File: src/rtl/vram_console.sv
// vram_console: byte-stream text console writer for the 60x17 character VRAM.
// Ports: clk/rst_n, in_valid/in_data/in_ready byte input, v_ada/v_cea/v_din VRAM port A, cur_col/cur_row cursor, busy.
module vram_console #(
  parameter int          COLS       = 60,
  parameter int          ROWS       = 17,
  parameter int          ADDR_W     = 10,
  parameter logic [7:0]  CLEAR_CHAR = 8'h20
) (
  input  logic              clk,
  input  logic              rst_n,
  input  logic              in_valid,
  input  logic [7:0]        in_data,
  output logic              in_ready,
  output logic [ADDR_W-1:0] v_ada,
  output logic              v_cea,
  output logic [7:0]        v_din,
  output logic [5:0]        cur_col,
  output logic [4:0]        cur_row,
  output logic              busy
);

  typedef enum logic [1:0] {
    S_CLEAR_ALL,
    S_CLEAR_ROW,
    S_IDLE
  } state_t;

  localparam logic [ADDR_W-1:0] LAST_ALL = ADDR_W'(COLS*ROWS-1);
  localparam logic [ADDR_W-1:0] LAST_CLR = ADDR_W'(COLS-1);
  localparam logic [5:0]        LAST_COL = 6'(COLS-1);
  localparam logic [4:0]        LAST_ROW = 5'(ROWS-1);

  state_t              r_state, w_nx_state;
  logic [5:0]          r_col, w_nx_col;
  logic [4:0]          r_row, w_nx_row;
  logic [ADDR_W-1:0]   r_clr, w_nx_clr;
  logic [ADDR_W-1:0]   r_ada, w_nx_ada;
  logic                r_cea, w_nx_cea;
  logic [7:0]          r_din, w_nx_din;

  logic [ADDR_W-1:0]   w_base;
  logic [ADDR_W-1:0]   w_cur;
  logic [4:0]          w_row_inc;
  logic                w_acc;
  logic                w_print;
  logic                w_lf;
  logic                w_cr;
  logic                w_bs;
  logic                w_ff;

  assign w_base    = ADDR_W'(r_row) * ADDR_W'(COLS);
  assign w_cur     = w_base + ADDR_W'(r_col);
  assign w_row_inc = (r_row == LAST_ROW) ? 5'd0 : r_row + 5'd1;

  assign in_ready = (r_state == S_IDLE);
  assign busy     = !in_ready;
  assign w_acc    = in_valid && in_ready;

  assign w_print = (in_data >= 8'h20);
  assign w_lf    = (in_data == 8'h0A);
  assign w_cr    = (in_data == 8'h0D);
  assign w_bs    = (in_data == 8'h08);
  assign w_ff    = (in_data == 8'h0C);

  always_comb begin
    w_nx_state = r_state;
    w_nx_col   = r_col;
    w_nx_row   = r_row;
    w_nx_clr   = r_clr;
    w_nx_cea   = 1'b0;
    w_nx_ada   = r_ada;
    w_nx_din   = r_din;
    case (r_state)
      S_CLEAR_ALL: begin
        w_nx_cea = 1'b1;
        w_nx_ada = r_clr;
        w_nx_din = CLEAR_CHAR;
        if (r_clr == LAST_ALL) begin
          w_nx_clr   = '0;
          w_nx_state = S_IDLE;
        end else begin
          w_nx_clr = r_clr + ADDR_W'(1);
        end
      end
      // r_clr counts columns here; cursor row already points at the row
      S_CLEAR_ROW: begin
        w_nx_cea = 1'b1;
        w_nx_ada = w_base + r_clr;
        w_nx_din = CLEAR_CHAR;
        if (r_clr == LAST_CLR) begin
          w_nx_clr   = '0;
          w_nx_state = S_IDLE;
        end else begin
          w_nx_clr = r_clr + ADDR_W'(1);
        end
      end
      default: begin
        if (w_acc) begin
          unique case (1'b1)
            w_print: begin
              w_nx_cea = 1'b1;
              w_nx_ada = w_cur;
              w_nx_din = in_data;
              if (r_col == LAST_COL) begin
                w_nx_col   = '0;
                w_nx_row   = w_row_inc;
                w_nx_clr   = '0;
                w_nx_state = S_CLEAR_ROW;
              end else begin
                w_nx_col = r_col + 6'd1;
              end
            end
            w_lf: begin
              w_nx_col   = '0;
              w_nx_row   = w_row_inc;
              w_nx_clr   = '0;
              w_nx_state = S_CLEAR_ROW;
            end
            w_cr: begin
              w_nx_col = '0;
            end
            w_bs: begin
              if (r_col != 6'd0) begin
                w_nx_col = r_col - 6'd1;
                w_nx_cea = 1'b1;
                w_nx_ada = w_cur - ADDR_W'(1);
                w_nx_din = CLEAR_CHAR;
              end
            end
            w_ff: begin
              w_nx_col   = '0;
              w_nx_row   = '0;
              w_nx_clr   = '0;
              w_nx_state = S_CLEAR_ALL;
            end
            default: begin
            end
          endcase
        end
      end
    endcase
  end

  always_ff @(posedge clk or negedge rst_n) begin
    if (!rst_n) begin
      r_state <= S_CLEAR_ALL;
      r_col   <= '0;
      r_row   <= '0;
      r_clr   <= '0;
      r_cea   <= 1'b0;
      r_ada   <= '0;
      r_din   <= '0;
    end else begin
      r_state <= w_nx_state;
      r_col   <= w_nx_col;
      r_row   <= w_nx_row;
      r_clr   <= w_nx_clr;
      r_cea   <= w_nx_cea;
      r_ada   <= w_nx_ada;
      r_din   <= w_nx_din;
    end
  end

  assign v_ada   = r_ada;
  assign v_cea   = r_cea;
  assign v_din   = r_din;
  assign cur_col = r_col;
  assign cur_row = r_row;

endmodule

File: config.mk
export PLATFORM = sky130hd
export DESIGN_NAME = vram_console
export DESIGN_NICKNAME = d
export VERILOG_FILES = /design/src/rtl/vram_console.sv
export SDC_FILE = /design/constraint.sdc
export NUM_CORES = 1
export LEC_CHECK = 0
export CORE_ASPECT_RATIO = 2
export CORE_MARGIN = 3
export CORE_UTILIZATION = 25
export DETAILED_ROUTE_END_ITERATION = 10
export PLACE_DENSITY_LB_ADDON = 0.25
export SLEW_MARGIN = 20
export SYNTH_ARGS = -nofsm -noshare
export SYNTH_HDL_FRONTEND = slang
export SYNTH_SLANG_ARGS = --single-unit
File: constraint.sdc
create_clock -name clk -period 8.01 [get_ports clk]
set_clock_uncertainty 0.2 [all_clocks]
set_input_delay 0.801 -clock clk [delete_from_list [all_inputs] [get_ports clk]]
set_output_delay 0.801 -clock clk [all_outputs]
set_load 0.02 [all_outputs]
==> results.cfg, run 1 <==
[layout]
layout-drive-gt1-share_pct = 6.73
mostFrequentLayoutCells = nand2_1 (42), dfrtp_1 (42), clkdlybuf4s50_1 (41), nor2_1 (40), ha_1 (31)
nNetsFinal = 496
syn_to_final_growth_pct = 20.9
final_util_pct = 31.2
insertedDiodeCount = 0
final_cells = 632

[logic_synthesis]
synth.distinct_cells = 61
synthAdderAreaFrac_pct = 16.2
ys.warnings.count = 0
synthCells = 408
seq_area_frac_synth_pct = 30.0
synth_xor_area_share_pct = 4.50
ys_seq_elements = 42
synth_mux_area_share_pct = 1.71
synthSimpleGateAreaFrac_pct = 22.9
synth_ff_type = dfrtp_1
syn_area_per_cell_um2 = 8.60
synth_compound_area_share_pct = 19.2
synth_nets = 459
syn_area_mm2 = 0.00351
synth_top_family_by_area = simple AND/OR/NAND/NOR gates
async_flop_share_pct = 100
synth_edf_count = 0

[detailed_routing]
drt-met1-wl_um = 3690
postRouteAntennaNets = 0
drtIter0Drc = 107
drc = 0
routed_wl_um = 9950
dr_wl_met3_um = 195
vias_per_cell = 4.78
top_layer = met4
wl_met2_um = 5680
drtPass1Iterations = 4
wl_per_cell_um = 15.7
vias = 3024

[power_and_ir_drop]
switching_share_pct = 23.8
vdd_drop_max_uv = 65.3
p_seq_share_pct = 48.2
combPwrFrac_pct = 3.6
p_sw_uw = 105
p_int_uw = 335
p_per_area_mw_per_mm2 = 104
p_clk_share_pct = 48.2
leakage_nw = 1.73
power_uw = 439

[timing]
setup_violations = 0
finalHoldViolCount = 0
fmax_ghz = 0.213
slew_viol_final = 0
fin_tns_setup_ns = 0
fin_crit_ns = 4.69
finalCritPeriodShare_pct = 58.6
relSlewSlack_pct = 43.1
rsz0062_at_grt = no
tightest_slew_ns = 0.841

[setup_path]
crit_chain = inv_1 > fa_1 > fa_1 > inv_1 > ha_1 > a21oi_1 > a21oi_1 > nor2_1 > ha_1 > or4_1 > o22a_1 > or4_1 > a21oi_1 > a31oi_1 > o211a_1
crit_path_max_incr_delay_ns = 0.53
arrival_ns = 4.67
crit_top_cell = a21oi_1
path_buf_inv = 2
critPathCaptureType = register
path_delay_family = adder cells
cp_slowest_cell = dfrtp_1
required_ns = 7.99
rrSetupSlack_ns = 3.32
crit_type = reg2reg
worstPathMaxFanout = 8
cp-start-kind = register

[global_route]
gr-total-overflow = 0
grt_pass1_wl_um = 16400
antenna_found_initial = 0
grt_pass1_vias = 3205
grt_max_degree = 43
grt_util_all_layers_pct = 13.2

[clock_network]
clk_latency_ns = 0.29
clock-sinks = 42
postCtsHoldBufs = 0
clk_pin_slew_ns = 0.07
post-cts-setup-buffer-count = 0
htreeDepth = 2
ctsLongestPathBuffers = 2
cts_resized = 0
root_buffer = clkbuf_16
numCtsBuffers = 5
cts_tree = yes

[run_status]
status = complete, no violations

[die]
fp-row-count = 60
fp.dieW_um = 89.8
core_area_mm2 = 0.0136
start_util_pct = 25.8
dieArea_mm2 = 0.0156
ios = 43
fp.dieH_um = 174

[placement]
placed_cells = 624
finalWeightedCongestion = 0.850
io_buffers = 42
hpwlAfterDp_um = 7980

[min_path]
hp-class = in2async

[flow_run]
maxCapViolCount = 0
layer usage:
| metal | vias to the layer above | global-route usage, % |
|---|---|---|
| met1 | 1446 | 13.1 |
| met3 | 25 | 1.35 |
| met2 | 49 | 26.1 |
| met5 | - | 0 |
| li1 | 1504 | - |
| met4 | 0 | 6.97 |
cells in the mapped netlist (2+ instances only):
cell	count	area (µm²)
nand2_1	42	158
a31o_2	2	17.5
clkbuf_1	7	26.3
a21boi_0	8	60.1
nor3b_1	2	15.0
buf_6	2	22.5
a21oi_1	25	125
ha_1	31	388
or3_1	3	18.8
a221oi_1	2	17.5
nor4b_1	2	17.5
dfrtp_1	42	1050
o21a_1	6	45.0
nand4_1	3	18.8
nand2b_1	3	18.8
xor2_1	8	70.1
xnor2_1	10	87.6
and3_1	4	25.0
inv_1	29	109
nor2_1	40	150
or2_2	2	12.5
o22ai_1	2	12.5
nand3_1	9	45.0
nand3b_1	4	30.0
buf_2	3	15.0
fa_1	9	180
and2_1	4	25.0
a211oi_1	7	52.6
a21o_2	3	26.3
and2_0	3	18.8
a31oi_1	5	31.3
nor3_4	2	32.5
nor2b_1	8	50.1
o21ai_0	30	150
mux2i_1	6	60.1
o31ai_1	7	52.6
or4_1	3	22.5
nor3_1	7	35.0
kinds of logic after synthesis:
| group | Yosys count |
|---|---|
| compound gates | 107 |
| xor+xnor | 18 |
| fa+ha+maj | 40 |
| buf+inv | 45 |
| flops | 42 |
| mux | 6 |
| simple gates | 150 |
power groups by stage:
stage	registers, mW	clock network (mW)	logic [mW]
after floorplan	0.216	0	0.00349
after global routing	0.212	0.225	0.0174
after detailed placement	0.216	0	0.0161
after CTS	0.212	0.218	0.0161
final	0.212	0.212	0.0158
after global placement	0.216	0	0.0158
flip-flops by register name, summed over array words and instances, names as in the netlist:
register and count:
r_clr 10, v_ada 10, cur_row 5, cur_col 6, r_state 2, v_cea 1
v_din 8
path summary, 6_finish.rpt:
check,start,endpoint,cells after the start
max,cur_row[2],v_ada[9],15
max in group asynchronous,rst_n,cur_col[5],1
min,rst_n,v_cea,1
min in group clk,v_din[5],v_din[5],2
max reg2reg,cur_row[2],v_ada[9],15
min reg2reg,v_din[5],v_din[5],2
area by class of cell:
cell class              instances  area, µm²
clock inverters                 3       23.8
fillers                      1437       9350
well taps                     186        233
clock buffers                   5        125
flip-flops and latches         42       1050
multi-input cells             321       2260
repair buffers                 44        433
inverters                      31        116
through the flow:
stage	worst slack [ns]	area [µm²]	hold slack, ns
finish	3.32	4240	0.304
floorplan	3.53	3510	0.300
global placement	3.45	4090	0.319
global route	2.99	4240	0.351
detailed placement	3.31	4090	0.316
CTS	3.30	4240	0.333
worst reg2reg max path, cell delays in order, from the launching register on:
cell and delay [ns]:
dfrtp_1 0.53, inv_1 0.18, fa_1 0.50, fa_1 0.51, inv_1 0.04, ha_1 0.34
a21oi_1 0.10, a21oi_1 0.27, nor2_1 0.16, ha_1 0.24, or4_1 0.53, o22a_1 0.22
or4_1 0.43, a21oi_1 0.17, a31oi_1 0.06, o211a_1 0.12
(Power assumes the default switching activity.)
==> run 2: changes to the inputs <==
==> constraint.sdc (replaced) <==
create_clock -name clk -period 4.06 [get_ports clk]
set_clock_uncertainty 0.2 [all_clocks]
set_input_delay 0.406 -clock clk [delete_from_list [all_inputs] [get_ports clk]]
set_output_delay 0.406 -clock clk [all_outputs]
set_load 0.02 [all_outputs]
==> run 2 against run 1 <==
Effect of this change: the run now ends with setup timing left; worst hold slack improved by 0.019 ns; cell count rose by 4.4%; largest cell class unchanged; first-iteration DRC count is 37% higher; combinational power up 98%; power increased by 110%; count of clock-buffer cells in the layout did not move; setup slack got worse by 3.4 ns; wire length rose by 3.9%; critical path depth unchanged.
==> results.cfg, run 2 (same netlist as run 1, synthesis figures left out) <==
[setup_path]
critPathCaptureType = register
crit_path_max_incr_delay_ns = 0.58
crit_type = reg2reg
crit_chain = fa_1 > inv_2 > fa_1 > inv_1 > ha_1 > nand3_2 > and3_4 > nor2_2 > ha_2 > or4_1 > o22a_1 > or4_4 > a21oi_2 > a31oi_1 > o211a_1
crit_top_cell = fa_1
arrival_ns = 4.17
worstPathMaxFanout = 2
required_ns = 4.04
cp_slowest_cell = fa_1
cp-start-kind = register

[detailed_routing]
drc = 0
vias_per_cell = 4.80
drtIter0Drc = 147
drtPass1Iterations = 4
routed_wl_um = 10300
drt-met1-wl_um = 3670
vias = 3167
dr_wl_met3_um = 196
wl_met2_um = 6180
wl_per_cell_um = 15.7
top_layer = met4
postRouteAntennaNets = 0

[die]
dieArea_mm2 = 0.0156
start_util_pct = 25.8
core_area_mm2 = 0.0136
fp-row-count = 60
fp.dieH_um = 174
ios = 43
fp.dieW_um = 89.8

[clock_network]
ctsLongestPathBuffers = 2
htreeDepth = 2
numCtsBuffers = 5
cts_tree = yes
clock-sinks = 42
root_buffer = clkbuf_16
clk_latency_ns = 0.29
clk_pin_slew_ns = 0.07

[placement]
dpl_cell_area_mm2 = 0.00430
hpwlAfterDp_um = 8210
placed_cells = 648
io_buffers = 42
finalWeightedCongestion = 0.840
dp_slack_ns = -0.196

[power_and_ir_drop]
power_uw = 929
p_per_area_mw_per_mm2 = 203
switching_share_pct = 22.2
leakage_nw = 1.88
p_seq_share_pct = 45.0
p_sw_uw = 206
combPwrFrac_pct = 3.4
vdd_drop_max_uv = 122
p_int_uw = 723
p_clk_share_pct = 51.6

[global_route]
antenna_found_initial = 0
grt_max_degree = 43
grt_pass1_wl_um = 17000
gr-total-overflow = 0
grt_util_all_layers_pct = 13.5
grt_pass1_vias = 3298

[timing]
fin_crit_ns = 4.19
slew_viol_final = 0
finalCritPeriodShare_pct = 103
relSlewSlack_pct = 52.1
setup_violations = 1
fin_tns_setup_ns = -0.127
tightest_slew_ns = 0.718
rsz0062_at_grt = yes
setup_slack_ns = -0.127
fmax_ghz = 0.239
hold_ws_ns = 0.323
finalHoldViolCount = 0

[run_status]
failed_checks = setup timing
status = complete, but fails checks

[layout]
final_util_pct = 33.7
final_area_mm2 = 0.00458
final_common_cell = nand2_1
nNetsFinal = 524
syn_to_final_growth_pct = 30.6
insertedDiodeCount = 0
mostFrequentLayoutCells = nand2_1 (42), clkdlybuf4s50_1 (41), nor2_1 (39), dfrtp_1 (38)
final_cells = 660
nFillCells = 1380
layout-drive-gt1-share_pct = 17.5

[flow_run]
maxCapViolCount = 0

[min_path]
hp-class = reg2reg
run 2: cell count changes in the layout (fill, tap and decap cells not counted), moves of 3 or more:
cell	before	now
inv_1	29	24
inv_2	1	6
a21oi_2	0	4
a21oi_1	25	20
ha_1	31	28
buf_4	3	30
dfrtp_2	0	4
dfrtp_1	42	38
run 2: layout make-up:
cell class              instances  area [µm²]  area share [%]
multi-input cells             321        2360            51.5
well taps                     186         233            5.08
inverters                      31         116            2.54
repair buffers                 72         646            14.1
clock inverters                 3        43.8           0.956
flip-flops and latches         42        1060            23.1
clock buffers                   5         125            2.73
run 2: power groups by stage:
stage / clock network [mW] / registers (mW) / logic (mW)
floorplan: 0 / 0.426 / 0.00688
detailed placement: 0 / 0.426 / 0.0312
CTS: 0.487 / 0.418 / 0.0313
finish: 0.479 / 0.418 / 0.0313
global route: 0.509 / 0.418 / 0.0350
global placement: 0 / 0.426 / 0.0312
run 2: timing repair:
action,4_1_cts,5_1_grt
hold buffers,0,1
setup buffers,1,2
setup endpoints to repair,2,4
endpoints found under the hold margin,0,42
resized for setup,8,9
pin swaps,6,7
run 2: per-layer routing:
layer | global-route usage [%] | vias to the layer above
met3 | 1.30 | 17
met4 | 5.44 | 0
met1 | 12.8 | 1537
li1 | - | 1553
met5 | 0 | -
met2 | 28.5 | 60
run 2: path summary, 6_finish.rpt:
path                         endpoint  slack (ns)       start  depth (start not counted)
max                          v_ada[9]       -0.13  cur_row[0]                         15
min                          v_din[5]        0.32    v_din[5]                          2
max reg2reg                  v_ada[9]       -0.13  cur_row[0]                         15
min reg2reg                  v_din[5]        0.32    v_din[5]                          2
max in group asynchronous  cur_row[2]        2.77       rst_n                          2
min in group asynchronous    v_ada[0]        0.45       rst_n                          2
run 2: critical path: cells and delay by family (launching register included):
| kind | cells | cell delay, ns |
|---|---|---|
| AO/OA/AOI/OAI | 4 | 0.51 |
| flip-flops | 1 | 0.42 |
| AND/OR/NAND/NOR | 5 | 1.30 |
| buffers and inverters | 2 | 0.10 |
| adder cells (fa/ha/maj) | 4 | 1.54 |
